==> src/rtl/cpu_pkg.sv <==
// Shared definitions for the CPU execution controller: controller states,
// default widths and the instruction opcode map of the attached CPU.
package cpu_pkg;

    localparam int ADDR_W_DEF = 4;
    localparam int DATA_W_DEF = 8;
    localparam int ICNT_W_DEF = 8;

    // Encoding is visible on the state output, so the values are fixed.
    typedef enum logic [1:0] {
        ST_HALT = 2'd0,
        ST_RUN  = 2'd1,
        ST_STEP = 2'd2,
        ST_LOAD = 2'd3
    } state_e;

    // Upper nibble of an instruction word is the opcode, lower nibble the operand.
    localparam logic [3:0] OP_NOP = 4'h0;
    localparam logic [3:0] OP_LDA = 4'h1;
    localparam logic [3:0] OP_ADD = 4'h2;
    localparam logic [3:0] OP_SUB = 4'h3;
    localparam logic [3:0] OP_LDI = 4'h5;
    localparam logic [3:0] OP_JMP = 4'h6;
    localparam logic [3:0] OP_OUT = 4'hE;
    localparam logic [3:0] OP_HLT = 4'hF;

    function automatic logic [3:0] opcode_of(input logic [7:0] instr);
        return instr[7:4];
    endfunction

endpackage

==> src/rtl/prog_mem.sv <==
// Program memory: flop array with one synchronous write port and one
// combinational read port. Every word clears on reset.
module prog_mem
    import cpu_pkg::*;
#(
    parameter int ADDR_W = ADDR_W_DEF,
    parameter int DATA_W = DATA_W_DEF
) (
    input  logic              clk,
    input  logic              rst,
    input  logic              we_i,
    input  logic [ADDR_W-1:0] waddr_i,
    input  logic [DATA_W-1:0] wdata_i,
    input  logic [ADDR_W-1:0] raddr_i,
    output logic [DATA_W-1:0] rdata_o
);

    localparam int DEPTH = 1 << ADDR_W;

    logic [DATA_W-1:0] mem_q [DEPTH];

    // Write port; reset wipes the whole array.
    always_ff @(posedge clk or posedge rst) begin
        if (rst) begin
            for (int i = 0; i < DEPTH; i++) begin
                mem_q[i] <= '0;
            end
        end else if (we_i) begin
            mem_q[waddr_i] <= wdata_i;
        end
    end

    // Read is asynchronous; a write to the same address shows up next cycle.
    assign rdata_o = mem_q[raddr_i];

endmodule

==> src/rtl/cpu_exec_ctrl.sv <==
// Execution controller for a small CPU: owns the program memory, gates the
// CPU clock enable (HALT/RUN/STEP/LOAD) and counts executed instructions.
// Optional breakpoint logic is compiled in with CPU_BREAKPOINT_EN.
module cpu_exec_ctrl
    import cpu_pkg::*;
#(
    parameter int ADDR_W = ADDR_W_DEF,
    parameter int DATA_W = DATA_W_DEF,
    parameter int ICNT_W = ICNT_W_DEF
) (
    input  logic              clk,
    input  logic              rst,
    input  logic              run_req,
    input  logic              halt_req,
    input  logic              step_req,
    input  logic              ld_valid,
    output logic              ld_ready,
    input  logic [ADDR_W-1:0] ld_addr,
    input  logic [DATA_W-1:0] ld_data,
    input  logic [ADDR_W-1:0] fetch_addr,
    output logic [DATA_W-1:0] fetch_data,
    output logic              cpu_en,
    output logic [1:0]        state,
`ifdef CPU_BREAKPOINT_EN
    input  logic              bp_en,
    input  logic [ADDR_W-1:0] bp_addr,
    output logic              bp_hit,
`endif
    output logic [ICNT_W-1:0] icount
);

    state_e            state_q, state_d;
    logic [ICNT_W-1:0] icount_q, icount_d;
    logic              ld_acc;
    logic              bp_block;

    assign ld_ready = (state_q == ST_HALT) || (state_q == ST_LOAD);
    assign ld_acc   = ld_valid && ld_ready;

`ifdef CPU_BREAKPOINT_EN
    logic bp_skip_q, bp_skip_d;
    logic bp_hit_q, bp_hit_d;

    // The first RUN cycle after a resume skips the compare so the CPU can
    // execute the instruction it stopped on.
    assign bp_block = (state_q == ST_RUN) && bp_en && (fetch_addr == bp_addr) && !bp_skip_q;

    // Skip flag and sticky hit flag.
    always_comb begin
        bp_skip_d = (state_q == ST_HALT) && (state_d == ST_RUN);
        bp_hit_d  = bp_hit_q;
        if (bp_block) begin
            bp_hit_d = 1'b1;
        end
        if ((state_q == ST_HALT) && ((state_d == ST_RUN) || (state_d == ST_STEP))) begin
            bp_hit_d = 1'b0;
        end
    end

    // Breakpoint registers.
    always_ff @(posedge clk or posedge rst) begin
        if (rst) begin
            bp_skip_q <= 1'b0;
            bp_hit_q  <= 1'b0;
        end else begin
            bp_skip_q <= bp_skip_d;
            bp_hit_q  <= bp_hit_d;
        end
    end

    assign bp_hit = bp_hit_q;
`else
    assign bp_block = 1'b0;
`endif

    // A breakpoint suppresses the enable in the very cycle it matches.
    assign cpu_en = ((state_q == ST_RUN) && !bp_block) || (state_q == ST_STEP);

    // Next-state logic: in HALT only the highest-priority request is honoured.
    always_comb begin
        state_d = state_q;
        unique case (state_q)
            ST_HALT: begin
                if (halt_req) begin
                    state_d = ST_HALT;
                end else if (ld_acc) begin
                    state_d = ST_LOAD;
                end else if (step_req) begin
                    state_d = ST_STEP;
                end else if (run_req) begin
                    state_d = ST_RUN;
                end
            end
            ST_RUN: begin
                if (halt_req || bp_block) begin
                    state_d = ST_HALT;
                end
            end
            ST_STEP: begin
                state_d = ST_HALT;
            end
            ST_LOAD: begin
                if (!ld_valid) begin
                    state_d = ST_HALT;
                end
            end
            default: state_d = ST_HALT;
        endcase
    end

    // Instruction counter follows the enable and wraps naturally.
    always_comb begin
        icount_d = icount_q;
        if (cpu_en) begin
            icount_d = icount_q + ICNT_W'(1);
        end
    end

    // Controller state and counter registers.
    always_ff @(posedge clk or posedge rst) begin
        if (rst) begin
            state_q  <= ST_HALT;
            icount_q <= '0;
        end else begin
            state_q  <= state_d;
            icount_q <= icount_d;
        end
    end

    assign state  = state_q;
    assign icount = icount_q;

    prog_mem #(
        .ADDR_W (ADDR_W),
        .DATA_W (DATA_W)
    ) u_prog_mem (
        .clk     (clk),
        .rst     (rst),
        .we_i    (ld_acc),
        .waddr_i (ld_addr),
        .wdata_i (ld_data),
        .raddr_i (fetch_addr),
        .rdata_o (fetch_data)
    );

endmodule

==> config.mk <==
export PLATFORM = sky130hd
export DESIGN_NAME = cpu_exec_ctrl
export DESIGN_NICKNAME = d
export VERILOG_FILES = /design/src/rtl/cpu_pkg.sv /design/src/rtl/prog_mem.sv /design/src/rtl/cpu_exec_ctrl.sv
export SDC_FILE = /design/constraint.sdc
export NUM_CORES = 1
export LEC_CHECK = 0
export ABC_AREA = 1
export BUFFER_PORTS_ARGS = -buffer_cell sky130_fd_sc_hd__buf_2
export CAP_MARGIN = 20
export CORE_MARGIN = 2
export CORE_UTILIZATION = 54
export DETAILED_ROUTE_END_ITERATION = 10
export GPL_TIMING_DRIVEN = 1
export PLACE_DENSITY = 0.72
export SETUP_SLACK_MARGIN = 0.4
export SLEW_MARGIN = 30
export SYNTH_ARGS = -nofsm -noshare
export SYNTH_HDL_FRONTEND = slang
export SYNTH_SLANG_ARGS = --single-unit
==> constraint.sdc <==
create_clock -name clk -period 7.62 [get_ports clk]
set_clock_uncertainty 0.2 [all_clocks]
set_input_delay 0.762 -clock clk [delete_from_list [all_inputs] [get_ports clk]]
set_output_delay 0.762 -clock clk [all_outputs]
set_load 0.01 [all_outputs]
# Word level (Yosys, flattened, before mapping)
# Index checks and enable logic that the tools add are counted.
dict set report op_classes {
  n_eq_ne 6
  addsub 1
  reduce_logical 6
  order_cmp 3
  bitwise 2
  mux 13
}
# operator count
set ops {}
lappend ops {{bitwise mux 128 bit} 1}
lappend ops {{binary-select mux 8 bit (select 4 bit)} 1}
lappend ops {{demux 8 bit (select 4 bit)} 1}
lappend ops {{2-to-1 mux 8 bit} 3}
lappend ops {{2-to-1 mux 2 bit} 6}
lappend ops {{greater-or-equal comparator 5 bit, second input constant} 2}
lappend ops {{NOT 4 -> 5 bit} 2}
lappend ops {{adder 8 x 1 -> 8 bit, second input constant} 1}
lappend ops {{one-hot mux 2 bit (4 select lines)} 1}
lappend ops {{less-than comparator 5 x 1 -> 1 bit, second input constant} 1}
lappend ops {{inequality test 5 bit, second input constant} 1}
lappend ops {{== test 2 bit, second input constant} 2}
lappend ops {{inequality test 2 bit, second input constant} 2}
lappend ops {{AND reduction 3 bit} 1}
lappend ops {{== test 2 x 1 -> 1 bit, second input constant} 1}
lappend ops {{logical AND 1 bit} 2}
lappend ops {{logical NOT 2 bit} 1}
lappend ops {{logical OR 1 bit} 2}
dict set report totals {
  word_cells 49
  in_bits 22
  output_inout_bits 20
  regBits 138
}

# Longest topological paths before layout
# Gate-level depths: netlist of the first run.
dict set report logic_depth {
  ltp_word 6
  ltp_mapped 10
  ltp_nobuf 8
}

# Modules after synthesis
# Synthesis of the first run repeated with hierarchy kept, for this count alone.
dict set report hier_totals {
  cells_unflattened 912
  hier_area_um2 6909.1
}
# module instances seq_area_each_um2 cells_per_inst area_per_inst_um2
set modules_own_cells {}
lappend modules_own_cells {prog_mem 1 3203.1 843 6353.6}
lappend modules_own_cells {cpu_exec_ctrl 1 250.2 69 555.5}

# Worst setup path before layout of the first run
# Ideal clock, no wire load.
dict set report synth_timing {
  path_type {input port to output port}
  from {input fetch_addr[1]}
  to {output fetch_data[0]}
  setup_slack_ps 5026
  path_stages 7
  n_path_buf 2
  arrival_time_ps 1632
  required_ps 6658
  cell_sequence {clkbuf_1 -> inv_1 -> clkbuf_1 -> nand3_1 -> nand3_1 -> nand3_1 -> nand2_1}
}
dict set report synth_between {
  elab_chain_len 4
}
# element line
set synth_lines {}
lappend synth_lines {{start, declared} cpu_exec_ctrl.sv:20} ;# input logic [ADDR_W-1:0] fetch_addr,
lappend synth_lines {{NOT 4 -> 5 bit (implied by the code)} prog_mem.sv:34} ;# assign rdata_o = mem_q[raddr_i];
lappend synth_lines {{binary-select mux 8 bit (select 4 bit)} prog_mem.sv:34}
lappend synth_lines {{2-to-1 mux 8 bit (implied by the code) (2 in series)} prog_mem.sv:34}
lappend synth_lines {{end, declared} cpu_exec_ctrl.sv:21} ;# output logic [DATA_W-1:0] fetch_data,
# Every way passes these cells. The select of a mux whose other input is x is not followed.

# Worst setup path in the final report of the first run
dict set report layout_timing {
  from {input fetch_addr[0]}
  to {output fetch_data[5]}
}
# Same word-level chain as after synthesis.

==> summary by stage, run 1 <==
Status
The run finished with clean final reports.

Clock tree
The clock insertion delay at the later pin of the skew report is 0.42 ns. The maximum buffer depth of the clock tree is 2. Post-CTS repair changed the size of 0 cells. TritonCTS built the clock tree. The H-tree was split into 4 levels. The CTS clock-pin slew for the worst setup and hold paths is 0.06 ns.

The buffer cell driving the clock tree root is sky130_fd_sc_hd__clkbuf_16. The number of buffers inserted for hold repair after clock tree synthesis is 0. The clock sink count is 138. The number of setup buffers added after CTS is 0. The number of clock buffers added by TritonCTS is 17.

Die
The die is 117.3 um wide. In this run the count of I/O pins placed on the die edge is 42. The floorplan step set the die height to 117.3 um. The initial core utilization is 55.12%. The placeable core region is 0.01257 mm2. The floorplan has 41 rows. The floorplan die area is 0.01375 mm2.

Setup path
The critical register-to-register path startpoint is state[0]. Data on the critical path arrives at its endpoint at 2.63 ns. At the worst endpoint, the required time is 6.66 ns. The startpoint kind of the worst setup timing path is a primary input. For flop-to-flop paths, the worst setup slack is 5.11 ns. In this run the critical register-to-register path is captured at u_prog_mem.mem_q[55].

Of all nets on the critical path, the largest fanout is 65. The setup path with the least slack is of type in -> out. For the worst flop-to-flop path, the logic depth is 5. The kind of end point of the critical path is an output pin.

Logic synthesis
Summing every instance area after synthesis gives 0.006928 mm2. The count of yosys warnings during synthesis is 0. The most used flip-flop cell after synthesis is sky130_fd_sc_hd__dfrtp_1.

The synthesized design contains 138 register bits. In the synthesized netlist, the number of instances is 896. Ranked by total cell area, the synthesized netlist is headed by sky130_fd_sc_hd__dfrtp_1 (50%), sky130_fd_sc_hd__nand2_1 (17%), sky130_fd_sc_hd__nand3_1 (7.3%). The largest total area in the synthesized netlist belongs to sky130_fd_sc_hd__dfrtp_1. The number of nets in the synthesized netlist is 922.

The area share of the largest cell type after synthesis is 49.85%. After synthesis, the most frequently instantiated cells are sky130_fd_sc_hd__nand2_1 (312), sky130_fd_sc_hd__dfrtp_1 (138), sky130_fd_sc_hd__inv_1 (122), sky130_fd_sc_hd__nand3_1 (101), sky130_fd_sc_hd__o21ai_0 (61). The proportion of synthesized chip area in sequential cells is 49.85%. The number of unique standard cell types used by synthesis is 25. Counting flops with an async set or reset pin after synthesis yields a share of 100.0%. The synthesized area per cell is 7.732 um2. By instance count, the leading cell after synthesis is sky130_fd_sc_hd__nand2_1. The number of synthesized flops with an enable pin is 0.

Worst hold path
The min-delay analysis places its worst path in the category in -> async.

Timing
The relative slew slack is 45.38%. The number of hold violations in the final report is 0. Setup repair after global routing left no endpoint under its margin. Setup violations remaining at the end of the flow were counted as 0. The slack of the critical path is 4.027 ns. The upper clock frequency limit is 278.3 MHz.

The number of max-slew violations in the final report is 0. The slew at the pin with the worst max-slew slack is 0.8185 ns. The final critical path takes up 47.15% of the cycle. The worst hold-check slack is 0.1884 ns. The setup TNS after final layout is 0 ns.

The final critical path time including I/O delays and setup is 3.593 ns.

Drt
The final layout contains routed wiring with a total length of 16930 um. The total via count in the routed design is 5699. The detailed router finished its first iteration with 564 violations.

The routed via count divided by cell count is 5.209. The residual antenna-violating net count after detailed routing is 0. The wire length per cell after detailed routing is 15.48 um. The first TritonRoute pass finished after 5 iterations. In the routed design, unresolved DRC markers number 0.

Finish
The repair_antennas step left the layout with diodes totalling 0. The net count of the finished layout is 935. The area added between synthesis and finish is 11.45%. After routing the design area is 0.007721 mm2.

Cells fill 61.43% of the core in the end. The share of post-route cells with drive strength above 1 is 12.91%. The fill cell instance count of the final layout is 1175.

Placement
The congestion estimate from routability-driven global placement came to 0.8708. The detailed placement HPWL is 10640 um. OpenSTA, run right after detailed placement, puts the worst setup slack at 4.106 ns. Port buffering added 41 buffers. The cell area reported after detailed placement is 0.007108 mm2.

Global route
The number of antenna violations at the first check in global routing is 0. The pin count of the biggest net entering global routing is 79. The first global-routing pass estimated 26900 um of wire. The number of global-route vias before repair was 5158. The overall track demand over capacity in global routing is 26.16%.

The global-route congestion overflow total is 0.

Power and ir drop
The total power divided by cell area is 377.0 mW/mm2. For this design the static power due to leakage is 4.036 nW. The worst ir drop on vdd is 0.2904 mV.

Job
The max capacitance violation total is 0.
## logic make-up (layout without fill, tap and decap cells)
family | after synthesis | after routing | synth area share, %
and+or+nand+nor | 442 | 442 | 27.16
DFF | 138 | 138 | 49.85
xor gates and xnor gates | 7 | 7 | 0.8850
AOI/OAI and AO/OA | 131 | 131 | 10.80
adders and majority gates | 4 | 4 | 0.7224
buffers and inverters | 174 | 200 | 10.58
## metrics by stage
| stage | cells | power, mW |
|---|---|---|
| floorplan | 896 | 1.840 |
| global placement | 1062 | 2.019 |
| detailed placement | 1062 | 2.049 |
| CTS | 1094 | 2.915 |
| global route | 1094 | 3.118 |
| finish | 1094 | 2.911 |
## sequential cells by signal, summed over array words and instances (netlist names)
register,count
icount,8
state,2
u_prog_mem.mem_q,128
## area by class of cell
| class | count | area (um2) | share of cell area (%) |
|---|---|---|---|
| sequential | 138 | 3453 | 44.73 |
| multi-input combinational | 584 | 2741 | 35.50 |
| inverter | 125 | 478.0 | 6.190 |
| clock buffer | 20 | 436.7 | 5.655 |
| timing repair buffer | 43 | 224.0 | 2.901 |
| tap | 172 | 215.2 | 2.787 |
| clock inverter | 12 | 172.7 | 2.236 |
## placed cells by master, fill, tap and decap left out, drive strengths merged
master	count
o21ai	130
nor3	3
xnor2	1
ha	4
nand3	101
clkbuf	20
clkinvlp	2
clkinv	6
a22oi	1
nand4	4
dfrtp	138
nand2	326
bufinv	4
nor2	8
buf	43
inv	125
xor2	6
## power by group
| part | internal [mW] | switching (mW) | total, mW | leakage, nW |
|---|---|---|---|---|
| logic | 0.315 | 0.476 | 0.791 | 1.97 |
| clock network | 0.546 | 0.315 | 0.861 | 0.294 |
| registers | 1.06 | 0.195 | 1.26 | 1.77 |
| total | 1.93 | 0.985 | 2.91 | 4.04 |
## worst max path at each step
stage / start / to / slack (ns)
2_1_floorplan: rst / icount[0] / 2.96
3_3_place_gp: fetch_addr[0] / fetch_data[5] / 3.85
5_1_grt: fetch_addr[0] / fetch_data[5] / 3.87
6_report: fetch_addr[0] / fetch_data[5] / 4.03
3_5_place_dp: fetch_addr[0] / fetch_data[6] / 4.11
4_1_cts: fetch_addr[0] / fetch_data[7] / 4.10
## per-layer routing
layer	vias to the layer above	global-route usage, %	routed length [um]
met1	2692	36.43	7789
li1	2822	-	-
met3	34	5.870	832
met2	151	40.54	7864
met4	0	9.176	448
met5	-	0	0
## worst max-delay path, stage by stage
cell and delay, ns:
sky130_fd_sc_hd__buf_2 0.07, sky130_fd_sc_hd__buf_4 0.55, sky130_fd_sc_hd__inv_4 0.43, sky130_fd_sc_hd__nand2_1 0.19, sky130_fd_sc_hd__nand3_1 0.08, sky130_fd_sc_hd__nand3_1 0.11
sky130_fd_sc_hd__nand3_1 0.12, sky130_fd_sc_hd__nand2_1 0.12, sky130_fd_sc_hd__buf_2 0.13
(Power assumes the default switching activity.)
==> run 2: changes to the inputs <==
clock period = 3.7 ns   (was 7.62 ns; I/O delays follow)
==> summary by stage, run 2 (synthesized netlist as in run 1, its figures left out) <==
Status
Result of the run: completed (unchanged).

Finish
Most frequent cells in the layout: sky130_fd_sc_hd__nand2_1 (312), sky130_fd_sc_hd__dfrtp_1 (138), sky130_fd_sc_hd__inv_1 (121), sky130_fd_sc_hd__nand3_1 (101), sky130_fd_sc_hd__o21ai_0 (61) (was sky130_fd_sc_hd__nand2_1 (312), sky130_fd_sc_hd__dfrtp_1 (138), sky130_fd_sc_hd__inv_1 (120), sky130_fd_sc_hd__nand3_1 (101), sky130_fd_sc_hd__o21ai_0 (61)). The number of flip-flops under the largest register name is 128 (unchanged). The share of post-route cells with drive strength above 1 was 13.36% (was 12.91%).

The largest register by flop count is u_prog_mem.mem_q (unchanged). The area added between synthesis and finish came to 12.62% (was 11.45%). The commonest non-fill, non-tap cell in the layout was sky130_fd_sc_hd__nand2_1 (unchanged).

The non-filler instance count after layout is 1100 (was 1094). The number of inserted diodes was 0 (unchanged). The fill cell instance count of the final layout is 1147 (was 1175). The final net count is 941 (was 935).

Drt
The number of violations reported at the end of detailed-routing iteration 0 came to 536 (was 564). The number of detailed-routing iterations run before antenna repair is 6 (was 5). The wire length per cell after detailed routing is 15.51 um (was 15.48 um). The total via count in the routed design is 5766 (was 5699). The post-detailed-route DRC marker count is 0 (unchanged). The routed via count divided by cell count is 5.242 (was 5.209). The residual antenna-violating net count after detailed routing is 0 (unchanged).

The sum of routed wire length over all layers is 17070 um (was 16930 um).

Worst hold path
The path category of the worst min-delay check is in -> reg (was in -> async). The endpoint of the worst hold path is state[0]. The startpoint of the tightest hold check path is step_req.

The number of instances on the worst hold path is 4.

Setup path
Critical path, cell by cell: buf_2 -> inv_2 -> buf_4 -> nand2_1 -> nand3_1 -> nand3_1 -> nand3_1 -> nand2_1 -> buf_2 (was buf_2 -> buf_4 -> inv_4 -> nand2_1 -> nand3_1 -> nand3_1 -> nand3_1 -> nand2_1 -> buf_2). The type of the worst setup path is in -> out (unchanged). The kind of end point of the critical path is an output pin (unchanged).

The worst reg-to-reg setup slack is 1.22 ns (was 5.11 ns). The worst-case reg-to-reg path depth is 5 (unchanged). The destination of the worst register-to-register timing path is u_prog_mem.mem_q[112] (was u_prog_mem.mem_q[55]). The startpoint kind of the worst setup timing path is a primary input (unchanged). The library cell appearing most often on the critical path is sky130_fd_sc_hd__nand3_1 (unchanged). The data required time of the critical path is 3.13 ns (was 6.66 ns). The data arrival at the endpoint of the critical path came to 1.93 ns (was 2.63 ns). The maximum fanout count along the critical path is 37 (was 65). The critical register-to-register path startpoint is state[0] (unchanged). The highest-delay cell along the critical path is sky130_fd_sc_hd__inv_2 (was sky130_fd_sc_hd__buf_4). The biggest cell delay along the critical path is 0.48 ns (was 0.55 ns).

Power and ir drop
The total power divided by cell area is 766.9 mW/mm2 (was 377.0 mW/mm2). The worst ir drop on vdd is 0.5434 mV (was 0.2904 mV). The static leakage power came to 4.087 nW (was 4.036 nW).

Global route
The number of antenna violations at the first check in global routing was 0 (unchanged). The most heavily used metal layer in global routing was met2 (unchanged). The first-pass GRT wire length is 28020 um (was 26900 um). The met2 track demand over resource in global routing came to 43.98% (was 40.54%).

The met3 usage is 5.561% (was 5.870%). The number of global-route vias before repair is 5532 (was 5158). The global routing met1 resource utilization is 35.57% (was 36.43%). The overall track demand over capacity in global routing is 27.23% (was 26.16%).

The pin count of the biggest net entering global routing is 65 (was 79). The global-route congestion overflow total is 0 (unchanged).

Clock tree
The buffer cell driving the clock tree root is sky130_fd_sc_hd__clkbuf_16 (unchanged). The maximum buffer depth of the clock tree was 2 (unchanged). The CTS H-tree depth is 4 (unchanged). The clock sink count is 138 (unchanged). The number of buffers created by CTS is 17 (unchanged). The clock insertion delay at the later pin of the skew report is 0.42 ns (about the same). The number of buffers inserted for hold repair after clock tree synthesis came to 1 (was 0). The post-CTS setup-driven buffer insertion count was 0 (unchanged).

The clock tree from TritonCTS is yes (unchanged). The CTS clock-pin slew for the worst setup and hold paths came to 0.05 ns (was 0.06 ns). The quantity of gates resized following cts is 0 (unchanged).

Die
The top-level port count is 42 (unchanged). The width of the die is 117.3 um (unchanged). The overall die height is 117.3 um (unchanged). The floorplan die area is 0.01375 mm2 (unchanged). The initial core utilization is 55.12% (unchanged). The placeable core region is 0.01257 mm2 (unchanged).

The number of cell rows is 41 (unchanged).

Timing
The slew at the pin with the worst max-slew slack is 0.8588 ns (was 0.8185 ns). The upper clock frequency limit is 400.6 MHz. The number of max-slew violations in the final report came to 0 (unchanged). Unrepaired setup endpoints after global routing: no (unchanged). The relative slew slack is 42.68% (was 45.38%). The setup TNS after final layout is 0 ns (unchanged).

The final-report setup violation count is 0 (unchanged). The number of hold violations in the final report is 0 (unchanged). Dividing the final minimum period by the clock period gives 67.47%.

For the finished layout, the period the worst path requires is 2.496 ns.

Placement
The routability congestion estimate is 0.8251 (was 0.8708). The number of input and output port buffers inserted was 41 (unchanged). The number of placed cells counting well taps was 1067 (was 1062).

The detailed placement HPWL is 10690 um (was 10640 um).

Job
The max capacitance violation total is 0 (unchanged).
==> run 2: per-layer routing <==
layer | up-vias | share of wire [%]
met2 | 166 | 47
met4 | 0 | 2.5
met5 | - | 0
met3 | 34 | 5.5
li1 | 2842 | -
met1 | 2724 | 45
==> run 2: where the power goes <==
part	internal (mW)	total, mW	switching (mW)	leakage [nW]
Clock	1.16	1.78	0.619	0.313
Sequential	2.19	2.58	0.391	1.77
Combinational	0.656	1.62	0.964	2.01
==> run 2: critical path: cells and delay by family <==
family	cells	cell delay [ns]
simple gates	5	0.44
buf+inv	4	1.10
==> run 2: cell type report <==
cell class | count | area [um2] | share of cell area, %
flip-flops and latches | 138 | 3453 | 44.26
well taps | 172 | 215.2 | 2.758
multi-input cells | 584 | 2741 | 35.13
inverters | 125 | 474.2 | 6.078
clock buffers | 25 | 515.5 | 6.607
clock inverters | 7 | 110.1 | 1.411
repair buffers | 49 | 292.8 | 3.752
==> run 2: stage by stage <==
| stage | power [mW] | hold slack, ns | worst slack (ns) | area [um2] | util, % |
|---|---|---|---|---|---|
| floorplan | 3.790 | 0.2530 | 1.409 | 6932 | - |
| CTS | 6.007 | 0.04147 | 1.224 | 7802 | 62.08 |
| detailed placement | 4.205 | 0.2681 | 1.230 | 7167 | 57.02 |
| finish | 5.984 | 0.05297 | 1.204 | 7802 | 62.08 |
| global route | 6.436 | 0.05572 | 1.025 | 7802 | 62.08 |
| global placement | 4.143 | 0.2638 | 1.242 | 7167 | 57.02 |
==> run 2: worst max-delay path by stage <==
stage / start / endpoint / cells after the start
floorplan: rst / icount[0] / 1
global placement: fetch_addr[0] / fetch_data[3] / 10
detailed placement: fetch_addr[0] / fetch_data[1] / 10
CTS: fetch_addr[0] / fetch_data[1] / 10
global route: state[0] / u_prog_mem.mem_q[115] / 5
finish: fetch_addr[0] / fetch_data[5] / 9
==> run 3: changes to the inputs <==
PLACE_DENSITY = 0.75   (was 0.72)
clock period = 2.1 ns   (was 3.7 ns; I/O delays follow)
==> summary by stage, run 3 (synthesized netlist as in run 1, its figures left out) <==
Placement
The number of placed cells counting well taps is 1083 (was 1067). The number of input and output port buffers inserted came to 41 (unchanged). The routability congestion estimate is 0.8859 (was 0.8251). The post-placement setup slack was 0.05589 ns (was 1.230 ns). The detailed placement HPWL is 10460 um (was 10690 um).

Drt
The routed via count divided by cell count is 5.520 (was 5.242). The total via count in the routed design is 6480 (was 5766). The sum of routed wire length over all layers came to 20750 um (was 17070 um). The post-detailed-route DRC marker count is 0 (unchanged). The residual antenna-violating net count after detailed routing is 0 (unchanged). The wire length per cell after detailed routing is 17.68 um (was 15.51 um). The number of violations reported at the end of detailed-routing iteration 0 came to 714 (was 536). The number of detailed-routing iterations run before antenna repair is 5 (was 6).

Power and ir drop
The worst ir drop on vdd is 0.9241 mV (was 0.5434 mV). The total power divided by cell area was 1313 mW/mm2 (was 766.9 mW/mm2). The static leakage power is 4.711 nW (was 4.087 nW). The overall power of the completed layout is 12.16 mW (was 5.984 mW).

Die
The floorplan die area was 0.01375 mm2 (unchanged). The width of the die is 117.3 um (unchanged). The initial core utilization is 55.12% (unchanged). The number of cell rows is 41 (unchanged). The overall die height is 117.3 um (unchanged). The placeable core region is 0.01257 mm2 (unchanged). The top-level port count came to 42 (unchanged).

Finish
The fill cell instance count of the final layout is 875 (was 1147). The sequential cell area in the final layout is 0.003453 mm2 (unchanged). The multi-input logic area is 0.003492 mm2 (was 0.002741 mm2). The number of inserted diodes is 0 (unchanged). The largest register by flop count is u_prog_mem.mem_q (unchanged). Most frequent cells in the layout: sky130_fd_sc_hd__nand2_1 (253), sky130_fd_sc_hd__dfrtp_1 (138), sky130_fd_sc_hd__inv_1 (116), sky130_fd_sc_hd__nand3_2 (55), sky130_fd_sc_hd__nand2_2 (52) (was sky130_fd_sc_hd__nand2_1 (312), sky130_fd_sc_hd__dfrtp_1 (138), sky130_fd_sc_hd__inv_1 (121), sky130_fd_sc_hd__nand3_1 (101), sky130_fd_sc_hd__o21ai_0 (61)). The area added between synthesis and finish is 33.74% (was 12.62%). The commonest non-fill, non-tap cell in the layout is sky130_fd_sc_hd__nand2_1 (unchanged).

The final net count was 1015 (was 941). The non-filler instance count after layout was 1174 (was 1100). The number of flip-flops under the largest register name was 128 (unchanged). The share of post-route cells with drive strength above 1 is 32.93% (was 13.36%).

Timing
The worst hold-check slack was 0.05543 ns (was 0.05297 ns). The slew at the pin with the worst max-slew slack is 0.8043 ns (was 0.8588 ns). The final critical path takes up 91.20% of the cycle. For this run, the top clock speed supported by timing is 522.1 MHz.

The number of hold violations in the final report is 0 (unchanged). The slack of the critical path was 0.1848 ns (was 1.204 ns). The final critical path time including I/O delays and setup is 1.915 ns. Unrepaired setup endpoints after global routing: yes (was no). The final-report setup violation count is 0 (unchanged). The relative slew slack is 46.32% (was 42.68%). The number of max-slew violations in the final report is 0 (unchanged).

Clock tree
The CTS H-tree depth is 4 (unchanged). The CTS clock-pin slew for the worst setup and hold paths is 0.06 ns (was 0.05 ns). The maximum buffer depth of the clock tree is 2 (unchanged). The clock insertion delay at the later pin of the skew report is 0.43 ns (was 0.42 ns). The number of buffers created by CTS is 17 (unchanged). The clock sink count came to 138 (unchanged). The clock tree from TritonCTS is yes (unchanged). The buffer cell driving the clock tree root was sky130_fd_sc_hd__clkbuf_16 (unchanged).

Worst hold path
The endpoint of the worst hold path is state[1] (was state[0]). The path category of the worst min-delay check was in -> reg (unchanged). The startpoint of the tightest hold check path is ld_valid (was step_req).

The number of instances on the worst hold path is 4 (unchanged).

Setup path
The critical register-to-register path startpoint is state[0] (unchanged). The destination of the worst register-to-register timing path is u_prog_mem.mem_q[60] (was u_prog_mem.mem_q[112]). The data arrival at the endpoint of the critical path is 1.99 ns (was 1.93 ns). The kind of end point of the critical path is a flip-flop (was output pin). The type of the worst setup path is reg -> reg (was in -> out). The critical path startpoint is state[0] (was fetch_addr[0]). The worst-case reg-to-reg path depth is 9 (was 5). The maximum fanout count along the critical path is 16 (was 37). The startpoint kind of the worst setup timing path is a flip-flop (was primary input).

The data required time of the critical path is 2.18 ns (was 3.13 ns). The worst reg-to-reg setup slack is 0.18 ns (was 1.22 ns).

Global route
The first-pass GRT wire length is 29500 um (was 28020 um). The number of global-route vias before repair is 5987 (was 5532). The number of antenna violations at the first check in global routing is 0 (unchanged). The global-route congestion overflow total is 0 (unchanged).

The overall track demand over capacity in global routing is 28.69% (was 27.23%). The pin count of the biggest net entering global routing is 73 (was 65).

Job
The max capacitance violation total is 0 (unchanged).

Status
Result of the run: completed (unchanged).
==> run 3: cell types whose count changed in the layout (fill, tap and decap cells not counted), moves of 6 or more <==
cell / before / now
sky130_fd_sc_hd__nand2_2: 12 / 52
sky130_fd_sc_hd__nand2_8: 0 / 10
sky130_fd_sc_hd__o21ai_2: 24 / 34
sky130_fd_sc_hd__nand3_1: 101 / 45
sky130_fd_sc_hd__nand3_2: 0 / 55
sky130_fd_sc_hd__buf_2: 41 / 35
sky130_fd_sc_hd__nand2_4: 2 / 17
sky130_fd_sc_hd__buf_6: 0 / 18
sky130_fd_sc_hd__buf_4: 5 / 51
sky130_fd_sc_hd__o21ai_0: 61 / 47
sky130_fd_sc_hd__nand2_1: 312 / 253
==> run 3: layout make-up <==
class | count | area share, %
multi-input cells | 590 | 37.69
flip-flops and latches | 138 | 37.27
repair buffers | 117 | 10.59
inverters | 125 | 5.199
clock buffers | 19 | 4.781
well taps | 172 | 2.323
clock inverters | 13 | 2.147
==> run 3: critical path, stage by stage (launching register included) <==
cell,delay (ns)
sky130_fd_sc_hd__dfrtp_1,0.39
sky130_fd_sc_hd__inv_2,0.07
sky130_fd_sc_hd__ha_4,0.21
sky130_fd_sc_hd__clkinv_4,0.07
sky130_fd_sc_hd__nand2_8,0.07
sky130_fd_sc_hd__nor3_4,0.24
sky130_fd_sc_hd__buf_6,0.18
sky130_fd_sc_hd__nand2_4,0.12
sky130_fd_sc_hd__nand2_1,0.12
sky130_fd_sc_hd__o21ai_0,0.08
==> run 3: metrics by stage <==
step	TNS, ns	cell area (um2)	utilization, %
2_1_floorplan	-4.295	6948	-
3_3_place_gp	0	7337	58.38
3_5_place_dp	0	7337	58.38
4_1_cts	0	8528	67.85
5_1_grt	0	9265	73.72
6_report	0	9265	73.72
==> run 3: power breakdown <==
| part | internal, mW | total (mW) | leakage, nW | switching (mW) |
|---|---|---|---|---|
| Sequential | 3.86 | 4.64 | 1.77 | 0.775 |
| Combinational | 1.94 | 4.23 | 2.63 | 2.29 |
| Clock | 2.13 | 3.29 | 0.312 | 1.16 |
| Total | 7.93 | 12.2 | 4.71 | 4.23 |
==> run 3: worst max path at each step <==
stage	end	slack (ns)	cells past startpoint
after global placement	u_prog_mem.mem_q[76]	0.14	8
final	u_prog_mem.mem_q[60]	0.18	9
after detailed placement	u_prog_mem.mem_q[76]	0.06	8
after CTS	u_prog_mem.mem_q[44]	0.24	10
after global routing	u_prog_mem.mem_q[72]	0.12	10
after floorplan	icount[0]	-0.03	1
==> run 3: layer usage <==
metal  wire length, um  global-route usage, %  vias to the layer above
li1                  -                      -                     2996
met1              8125                  35.64                     3136
met2             10350                  47.62                      275
met3              1388                  6.128                       73
met4               886                  14.20                        0
met5                 0                      0                        -
==> run 3: timing repair <==
item / CTS / global route
hold endpoints to repair: 140 / 0
gates resized for setup: 80 / 119
hold buffers: 4 / 0
setup endpoints to repair: 142 / 143
pin swaps: 37 / 53
setup buffers: 17 / 31
cloned: 2 / 5
